### src/rtl/matriz_serial_loader.sv
// matriz_serial_loader
// Serial front end for the 5x5 determinant datapath. Signed 8-bit elements
// arrive one per accepted cycle in row-major order for a matrix of order
// N = 2..5. They are written into a 200-bit packed 5x5 grid whose unused rows
// and columns stay at identity, so the 5x5 determinant equals the NxN one.
// The finished matrix is held until the consumer takes it.
//
// Ports
//   clk         in   1    system clock, rising edge
//   rst         in   1    synchronous active-high reset
//   size        in   3    matrix order N, sampled on the first accept of a load
//   in_valid    in   1    element present on in_data
//   in_data     in   8    signed element, row-major
//   in_last     in   1    marks the final element of a load
//   in_ready    out  1    element accepted this cycle when in_valid is high
//   matriz_5x5  out  200  packed matrix, (r,c) at [199-8*(5r+c) -: 8]
//   mat_valid   out  1    matrix complete and stable
//   mat_ready   in   1    consumer accepts the matrix
//   elem_count  out  5    elements accepted in the current load
//   err         out  1    one-cycle protocol error pulse
module matriz_serial_loader (
  input  logic         clk,
  input  logic         rst,
  input  logic [2:0]   size,
  input  logic         in_valid,
  input  logic [7:0]   in_data,
  input  logic         in_last,
  output logic         in_ready,
  output logic [199:0] matriz_5x5,
  output logic         mat_valid,
  input  logic         mat_ready,
  output logic [4:0]   elem_count,
  output logic         err
);

  // Identity: a 1 followed by five zero bytes, repeated down the diagonal.
  localparam logic [199:0] IDENT = {8'h01, 40'h0, 8'h01, 40'h0, 8'h01,
                                    40'h0, 8'h01, 40'h0, 8'h01};

  typedef enum logic [1:0] {
    ST_IDLE = 2'd0,
    ST_LOAD = 2'd1,
    ST_HOLD = 2'd2
  } state_t;

  state_t         state_r;
  state_t         state_next_s;
  logic [199:0]   matriz_r;
  logic [4:0]     elem_count_r;
  logic           err_r;
  logic [2:0]     n_r;
  logic [2:0]     row_r;
  logic [2:0]     col_r;

  logic           accept_s;
  logic           size_ok_s;
  logic [4:0]     nn_s;
  logic [4:0]     count_inc_s;
  logic           final_s;
  logic [4:0]     idx_s;
  logic [7:0]     lsb_s;
  logic           col_wrap_s;
  logic           wr_first_s;
  logic           wr_elem_s;
  logic           clear_s;
  logic           err_set_s;

  assign accept_s    = in_valid && in_ready;
  assign size_ok_s   = (size >= 3'd2) && (size <= 3'd5);
  assign nn_s        = {2'b00, n_r} * {2'b00, n_r};
  assign count_inc_s = elem_count_r + 5'd1;
  assign final_s     = (count_inc_s == nn_s);
  // Grid slot of the current element; (0,0) sits in the top byte.
  assign idx_s       = ({2'b00, row_r} * 5'd5) + {2'b00, col_r};
  assign lsb_s       = 8'd192 - {idx_s, 3'b000};
  assign col_wrap_s  = (col_r == (n_r - 3'd1));

  assign matriz_5x5  = matriz_r;
  assign elem_count  = elem_count_r;
  assign err         = err_r;

  // State register.
  always_ff @(posedge clk) begin
    if (rst) begin
      state_r <= ST_IDLE;
    end else begin
      state_r <= state_next_s;
    end
  end

  // Next-state decode.
  always_comb begin
    state_next_s = state_r;
    case (state_r)
      ST_IDLE: begin
        if (accept_s && size_ok_s && !in_last) begin
          state_next_s = ST_LOAD;
        end else begin
          state_next_s = ST_IDLE;
        end
      end
      ST_LOAD: begin
        if (accept_s && final_s) begin
          state_next_s = ST_HOLD;
        end else if (accept_s && in_last) begin
          state_next_s = ST_IDLE;
        end else begin
          state_next_s = ST_LOAD;
        end
      end
      ST_HOLD: begin
        if (mat_ready) begin
          state_next_s = ST_IDLE;
        end else begin
          state_next_s = ST_HOLD;
        end
      end
      default: state_next_s = ST_IDLE;
    endcase
  end

  // Output and datapath-control decode.
  always_comb begin
    in_ready   = !rst && (state_r != ST_HOLD);
    mat_valid  = (state_r == ST_HOLD);
    wr_first_s = 1'b0;
    wr_elem_s  = 1'b0;
    clear_s    = 1'b0;
    err_set_s  = 1'b0;
    case (state_r)
      ST_IDLE: begin
        if (!accept_s) begin
          err_set_s = 1'b0;
        end else if (!size_ok_s) begin
          // Illegal order: the element is dropped.
          err_set_s = 1'b1;
        end else if (in_last) begin
          // One element can never complete a 2x2 or larger load.
          err_set_s = 1'b1;
          clear_s   = 1'b1;
        end else begin
          wr_first_s = 1'b1;
        end
      end
      ST_LOAD: begin
        if (!accept_s) begin
          err_set_s = 1'b0;
        end else if (final_s) begin
          // The load completes either way; a missing in_last is flagged.
          wr_elem_s = 1'b1;
          err_set_s = !in_last;
        end else if (in_last) begin
          err_set_s = 1'b1;
          clear_s   = 1'b1;
        end else begin
          wr_elem_s = 1'b1;
        end
      end
      ST_HOLD: begin
        if (mat_ready) begin
          clear_s = 1'b1;
        end else begin
          clear_s = 1'b0;
        end
      end
      default: clear_s = 1'b1;
    endcase
  end

  // Matrix storage, element counter, write position and error pulse.
  always_ff @(posedge clk) begin
    if (rst) begin
      matriz_r     <= IDENT;
      elem_count_r <= 5'd0;
      err_r        <= 1'b0;
      n_r          <= 3'd0;
      row_r        <= 3'd0;
      col_r        <= 3'd0;
    end else begin
      err_r <= err_set_s;
      if (clear_s) begin
        matriz_r     <= IDENT;
        elem_count_r <= 5'd0;
        row_r        <= 3'd0;
        col_r        <= 3'd0;
      end else if (wr_first_s) begin
        matriz_r[199:192] <= in_data;
        elem_count_r      <= 5'd1;
        n_r               <= size;
        row_r             <= 3'd0;
        col_r             <= 3'd1;
      end else if (wr_elem_s) begin
        matriz_r[lsb_s +: 8] <= in_data;
        elem_count_r         <= count_inc_s;
        if (col_wrap_s) begin
          col_r <= 3'd0;
          row_r <= row_r + 3'd1;
        end else begin
          col_r <= col_r + 3'd1;
        end
      end
    end
  end

endmodule

### config.mk
export PLATFORM = sky130hd
export DESIGN_NAME = matriz_serial_loader
export DESIGN_NICKNAME = d
export VERILOG_FILES = /design/src/rtl/matriz_serial_loader.sv
export SDC_FILE = /design/constraint.sdc
export NUM_CORES = 1
export LEC_CHECK = 0
export BUFFER_PORTS_ARGS = -buffer_cell sky130_fd_sc_hd__buf_2
export CORE_MARGIN = 2
export CORE_UTILIZATION = 45
export CTS_CLUSTER_SIZE = 10
export DETAILED_ROUTE_END_ITERATION = 6
export HOLD_SLACK_MARGIN = 0.03
export PLACE_DENSITY_LB_ADDON = 0.12
export SLEW_MARGIN = 20
export SYNTH_ARGS = -nofsm -noshare
export SYNTH_HDL_FRONTEND = slang
export SYNTH_SLANG_ARGS = --single-unit
### constraint.sdc
create_clock -name clk -period 5.3 [get_ports clk]
set_input_delay 0 -clock clk [delete_from_list [all_inputs] [get_ports clk]]
set_output_delay 0 -clock clk [all_outputs]
set_load 0.05 [all_outputs]
# Word level (Yosys, flattened, before mapping)
# Cells that the tools add are included.
[totals]
ff_bits = 217
in_bits = 16
out_inout_bits = 208
elab_cells = 78
[classes]
add_sub_neg = 7
mul = 2
n_lt_le_gt_ge = 2
n_eq_ne = 5
n_shift = 2
n_mux = 32
n_bitwise = 2
n_reduce_logical = 16
[ops]
columns = ["op", "count"]
rows = [
  ["$bwmux 200", 1],
  ["$mux 200", 1],
  ["$shift 8x10->200 const A", 1],
  ["$shiftx 8x10->200", 1],
  ["$mux 1", 23],
  ["$neg 8->10", 1],
  ["$mux 8", 1],
  ["$sub 8x8->8 const A", 1],
  ["$logic_and 1x1->1", 7],
  ["$add 3x1->3 const B", 2],
  ["$pmux 2 s3", 1],
  ["$reduce_and 2->1", 3],
  ["$add 5x1->5 const B", 1],
  ["$add 5x3->5", 1],
  ["$eq 5x5->1", 1],
  ["$mul 3x3->5", 1],
  ["$mul 3x3->5 const B", 1],
  ["$mux 2", 2],
  ["$eq 3x3->1", 1],
  ["$ge 3x2->1 const B", 1],
  ["$le 3x3->1 const B", 1],
  ["$mux 3", 1],
  ["$pmux 1 s3", 1],
  ["$reduce_or 3->1", 1],
  ["other kinds (10)", 12],
]

# Longest topological paths before layout
[depth]
word_depth = 8
mapped_depth = 15
ltp_nobuf = 14

# Worst setup path after synthesis
# Ideal clock, no wire load.
[synth_timing]
path_type = "reg-to-reg"
from = "register elem_count_r[0] (netlist: elem_count[0])"
to = "register matriz_r[94] (netlist: matriz_5x5[94])"
setup_ns = 0.074
arrival_ns = 3.333
t_required_ns = 5.226
path_slack_ns = 1.893
stages_incl_launch_ff = 15
n_path_buf = 2
synth_period_minus_slack_ns = 3.407
cell_sequence = "dfxtp_1 > ha_1 > nand2b_1 > and3b_1 > a211o_1 > o211a_1 > inv_1 > ha_1 > a22o_1 > a21o_1 > buf_2 > nor3_1 > clkbuf_1 > nand3_1 > o21ai_0"
[synth_via]
elab_chain_len = 6
word_cells_on_any_way = 10
classes_between = "1 x add/sub; 1 x eq/ne; 6 x mux; 2 x reduce/logical"
[synth_rtl]
columns = ["item", "line_no", "text"]
rows = [
  ["start, declared", "49", "logic [4:0] elem_count_r;"],
  ["start signal, assigned", "194", "elem_count_r <= count_inc_s;"],
  ["$add 5x1->5 (*)", "71", "assign count_inc_s = elem_count_r + 5'd1;"],
  ["$eq 5x5->1 (*)", "72", "assign final_s = (count_inc_s == nn_s);"],
  ["$mux 1", "148", "end else if (final_s) begin"],
  ["$mux 1", "146", "if (!accept_s) begin"],
  ["$pmux 1 s3 / $mux 1 (equally long branches)", "130", "case (state_r)"],
  ["$reduce_or 2->1 (no line) / $reduce_and 2->1 (equally long branches)", "n/a", ""],
  ["end signal, assigned by index", "193", "matriz_r[lsb_s +: 8] <= in_data;"],
  ["end, declared", "48", "logic [199:0] matriz_r;"],
]
# Mark *: on every way between the ends. The rest lies on a longest branch, timed or not.
# A chain may end at the register's enable or synchronous reset.

# Worst setup path after layout
[layout_timing]
from = "register row_r[0]"
to = "register matriz_r[122] (netlist: matriz_5x5[122])"
[layout_via]
elab_chain_len = 6
word_cells_on_any_way = 7
classes_between = "3 x add/sub; 1 x mul; 2 x shift; 1 x mux"
[layout_rtl]
columns = ["item", "line_no", "text"]
rows = [
  ["start, declared", "52", "logic [2:0] row_r;"],
  ["start signal, assigned", "197", "row_r <= row_r + 3'd1;"],
  ["$mul 3x3->5 (*)", "74", "assign idx_s = ({2'b00, row_r} * 5'd5) + {2'b00, col_r};"],
  ["$add 5x3->5 (*)", "74", ""],
  ["$sub 8x8->8 (*)", "75", "assign lsb_s = 8'd192 - {idx_s, 3'b000};"],
  ["$neg 8->10 (*)", "193", ""],
  ["$shiftx 8x10->200 / $shift 8x10->200 (equally long branches)", "193", ""],
  ["$bwmux 200 (*)", "193", ""],
]
# Marked as above.

==> results by group <==
Floorplan
  – I/O Pins: between 200 and 250
  – Die H: roughly 150 um
  – Die W: ~150 um
  – Die Area: around 22000 sq um
  – Initial Util: 0.460
  – Placeable core region: approximately 20000 sq um
  – Row Count: 52

Detailed routing
  – Final wirelength: roughly 27 mm
  – Vias after detailed routing: just over 8000
  – Met3 wire length: between 1.5 and 2 mm
  – Uppermost layer routed: met4
  – Number of routed nets with antenna violations: 0
  – Routed wire length per instance: between 15 and 20 um
  – DRT Pass-1 Iters: 5
  – Met2 Wirelength: 13.0 mm
  – Initial DRC Count: between 400 and 500
  – DRC viols: 0
  – DRT met1 WL: approximately 12 mm
  – Vias per cell: ~5.4

Run status
  – Status: finished clean

Global routing
  – Number of global-route vias before repair: 7772
  – GRT Total Usage: 0.241
  – First-pass GRT wire length: approximately 43 mm
  – GRT overflow: 0
  – Initial antenna violation count: 0
  – Pin count of the biggest net entering global routing: 75

STA
  – Tcrit/Tclk final: 0.805
  – Final Hold Fails: 0
  – # setup viols final: 0
  – Rel. slew slack: 0.311
  – Setup TNS: 0 ps
  – Tmin final: roughly 4300 ps
  – Fin. max-slew vios: 0
  – Unrepaired setup endpoints after global routing: false
  – Setup Skew: 22.1 ps
  – Fin worst setup slack: roughly 1000 ps
  – Worst Tran Pin Value: 1030 ps
  – Max Freq: between 200 and 250 MHz
  – Worst Hold Slack: 74.3 ps

Critical path
  – CP arrival: 4700 ps
  – Worst EP required: ~5700 ps
  – Critical Path Fanout Max: 20
  – CP delay by family, top: adder cells
  – Critical path class: reg -> reg
  – CP endpoint kind: register
  – CP max stage cell: a221oi_4
  – Crit path largest cell delay: 840 ps
  – Crit-path most repeated cell: ha_1
  – Element type at the critical path start: register
  – Cell chain of the critical path: ha_1 > ha_1 > fa_1 > nor3_1 > xnor2_2 > nor4_1 > a221oi_4 > nand2b_1 > mux2i_1
  – Worst path buffer plus inverter count: 0

Logic synthesis
  – Largest cells by area after synthesis: dfxtp_1 (47%), mux2i_1 (14%), nand2_1 (8.6%)
  – Number of flops mapped to enable cells by yosys: 0
  – Flops & latches, synth: 217
  – Area leader, netlist: dfxtp_1
  – Net Count, Synth: ~1100
  – Top_reg_cell synth: dfxtp_1
  – YS warnings: 0
  – Cell variety after synth: roughly 60
  – Post-synthesis sequential area ratio: 0.465
  – Post-synthesis average cell area: 9.19 sq um
  – Post-synth ARST share: 0
  – Synthesized area: between 9000 and 10000 sq um
  – Top-area cell type share of the netlist area: 0.465
  – Syn Inst Count: roughly 1000

Pwr
  – Leak: 5.45 nW
  – Pwr Density: ~290 nW/um^2
  – Worst ir drop on vdd: 0.000177 V

Clock network
  – CTS sink cnt: around 220
  – CTS Buffer Depth: 3
  – Root buf cell: clkbuf_16
  – Post_cts resized: 0
  – CTS hold repair buffers: 17
  – H-tree levels: 1
  – Clock-pin transition on the worst setup and hold timing paths: approximately 60 ps
  – CTS tree: done
  – # Post-CTS Setup Buffers: 0
  – Inserted Clock Buffers: 25
  – Worst skew pair latency: between 500 and 600 ps

Job
  – Max-cap violations: 0

Place
  – DP Area: between 10000 and 15000 sq um
  – DP Worst Slack: roughly 1100 ps
  – Post-detail-place hpwl: 19.0 mm
  – GP Congestion: just under 0.9
  – Placed insts: about 1500
  – IO Port Bufs: 223

Finish
  – Nets: about 1300
  – Area grow syn2layout: 23.1%
  – Design area: about 11000 sq um
  – Layout cells sized above 1: 0.245
  – Antenna cells: 0
  – Finished Layout Cells: about 1500

Min path
  – Min-delay worst type: in -> reg
-- state kept, by name (all words and copies together) (netlist names) --
name / flops
col_r: 3
elem_count: 5
err: 1
matriz_5x5: 200
n_r: 3
row_r: 3
state_r: 2
-- per-layer routing --
layer  up-vias  global-route usage
met5         -                   0
li1       3957                   -
met1      3870               0.328
met4         0              0.0590
met3        39              0.0355
met2       275               0.406
-- cells in the final DEF, fill, tap and decap left out, types with 10 or more instances in the layout --
master | netlist | routed
buf_4 | 0 | 18
nand2b_1 | 10 | 10
buf_2 | 16 | 223
o211ai_1 | 18 | 18
a21oi_1 | 34 | 33
nor2b_1 | 14 | 13
nand2_1 | 214 | 214
dlygate4sd3_1 | 0 | 17
clkbuf_16 | 0 | 25
dfxtp_1 | 217 | 217
nand3_1 | 80 | 80
o21ai_0 | 46 | 46
mux2i_1 | 135 | 135
ha_1 | 20 | 20
nor4_1 | 13 | 13
nor2_1 | 22 | 22
xnor2_1 | 12 | 12
-- power breakdown --
part | switching (mW) | internal, mW | leakage, nW
logic | 0.154 | 0.0520 | 3.38
registers | 0.00462 | 1.64 | 1.75
clock network | 0.626 | 0.835 | 0.316
total | 0.785 | 2.52 | 5.45
-- kinds of logic after synthesis --
family                     share of synthesized area
and+or+nand+nor                                0.210
DFF                                            0.465
muxes                                          0.145
AOI/OAI and AO/OA                             0.0897
buffers and inverters                         0.0335
xor gates and xnor gates                      0.0277
adders and majority gates                     0.0290
-- cell type report --
cell class	count	area [sq um]
sequential	217	4340
multi-input combinational	721	4710
clock inverter	1	8.76
timing repair buffer	258	1420
fill	1913	8810
inverter	8	30.0
tap	270	338
clock buffer	28	637
-- path summary, 6_finish.rpt --
check | startpoint | to | slack [ps] | depth (start not counted)
worst max register to register | row_r[0]$_SDFFE_PP0P_ | matriz_5x5[122]$_SDFFE_PP0P_ | 1030 | 9
worst min register to register | matriz_5x5[149]$_SDFFE_PP0P_ | matriz_5x5[149]$_SDFFE_PP0P_ | 450 | 2
worst min-delay path | size[2] | err$_SDFF_PP0_ | 70 | 5
worst max-delay path | row_r[0]$_SDFFE_PP0P_ | matriz_5x5[122]$_SDFFE_PP0P_ | 1030 | 9
-- synthesized netlist by cell type, types with 3 or more instances --
library cell and count:
a211oi_1 6, and2_1 6, mux2i_1 135, buf_1 6
a21oi_1 34, o21ai_0 46, or3_1 5, nor4_1 13
or2_2 4, nor2b_1 14, ha_1 20, dfxtp_1 217
xor2_1 8, nand2_1 214, nor2_1 22, or4b_2 4
a31o_2 8, nor3_1 7, nand3_1 80, clkbuf_1 48
inv_1 8, o211ai_1 18, or4b_1 3, buf_2 16
nand4_1 8, nand2b_1 10, o22ai_1 3, xnor2_1 12
-- tightest hold or removal path, delay by kind of cell --
family	cells	cell delay (ps)
simple gates	2	140
xor+xnor	1	90
buf+inv	1	80
compound gates	1	190
-- metrics by stage --
step                utilization  power [mW]
global route              0.566        3.41
global placement          0.526        1.87
detailed placement        0.526        1.87
CTS                       0.566        3.33
floorplan                     -        1.80
finish                    0.566        3.31
Note: power is estimated with default switching activity, not from simulation.
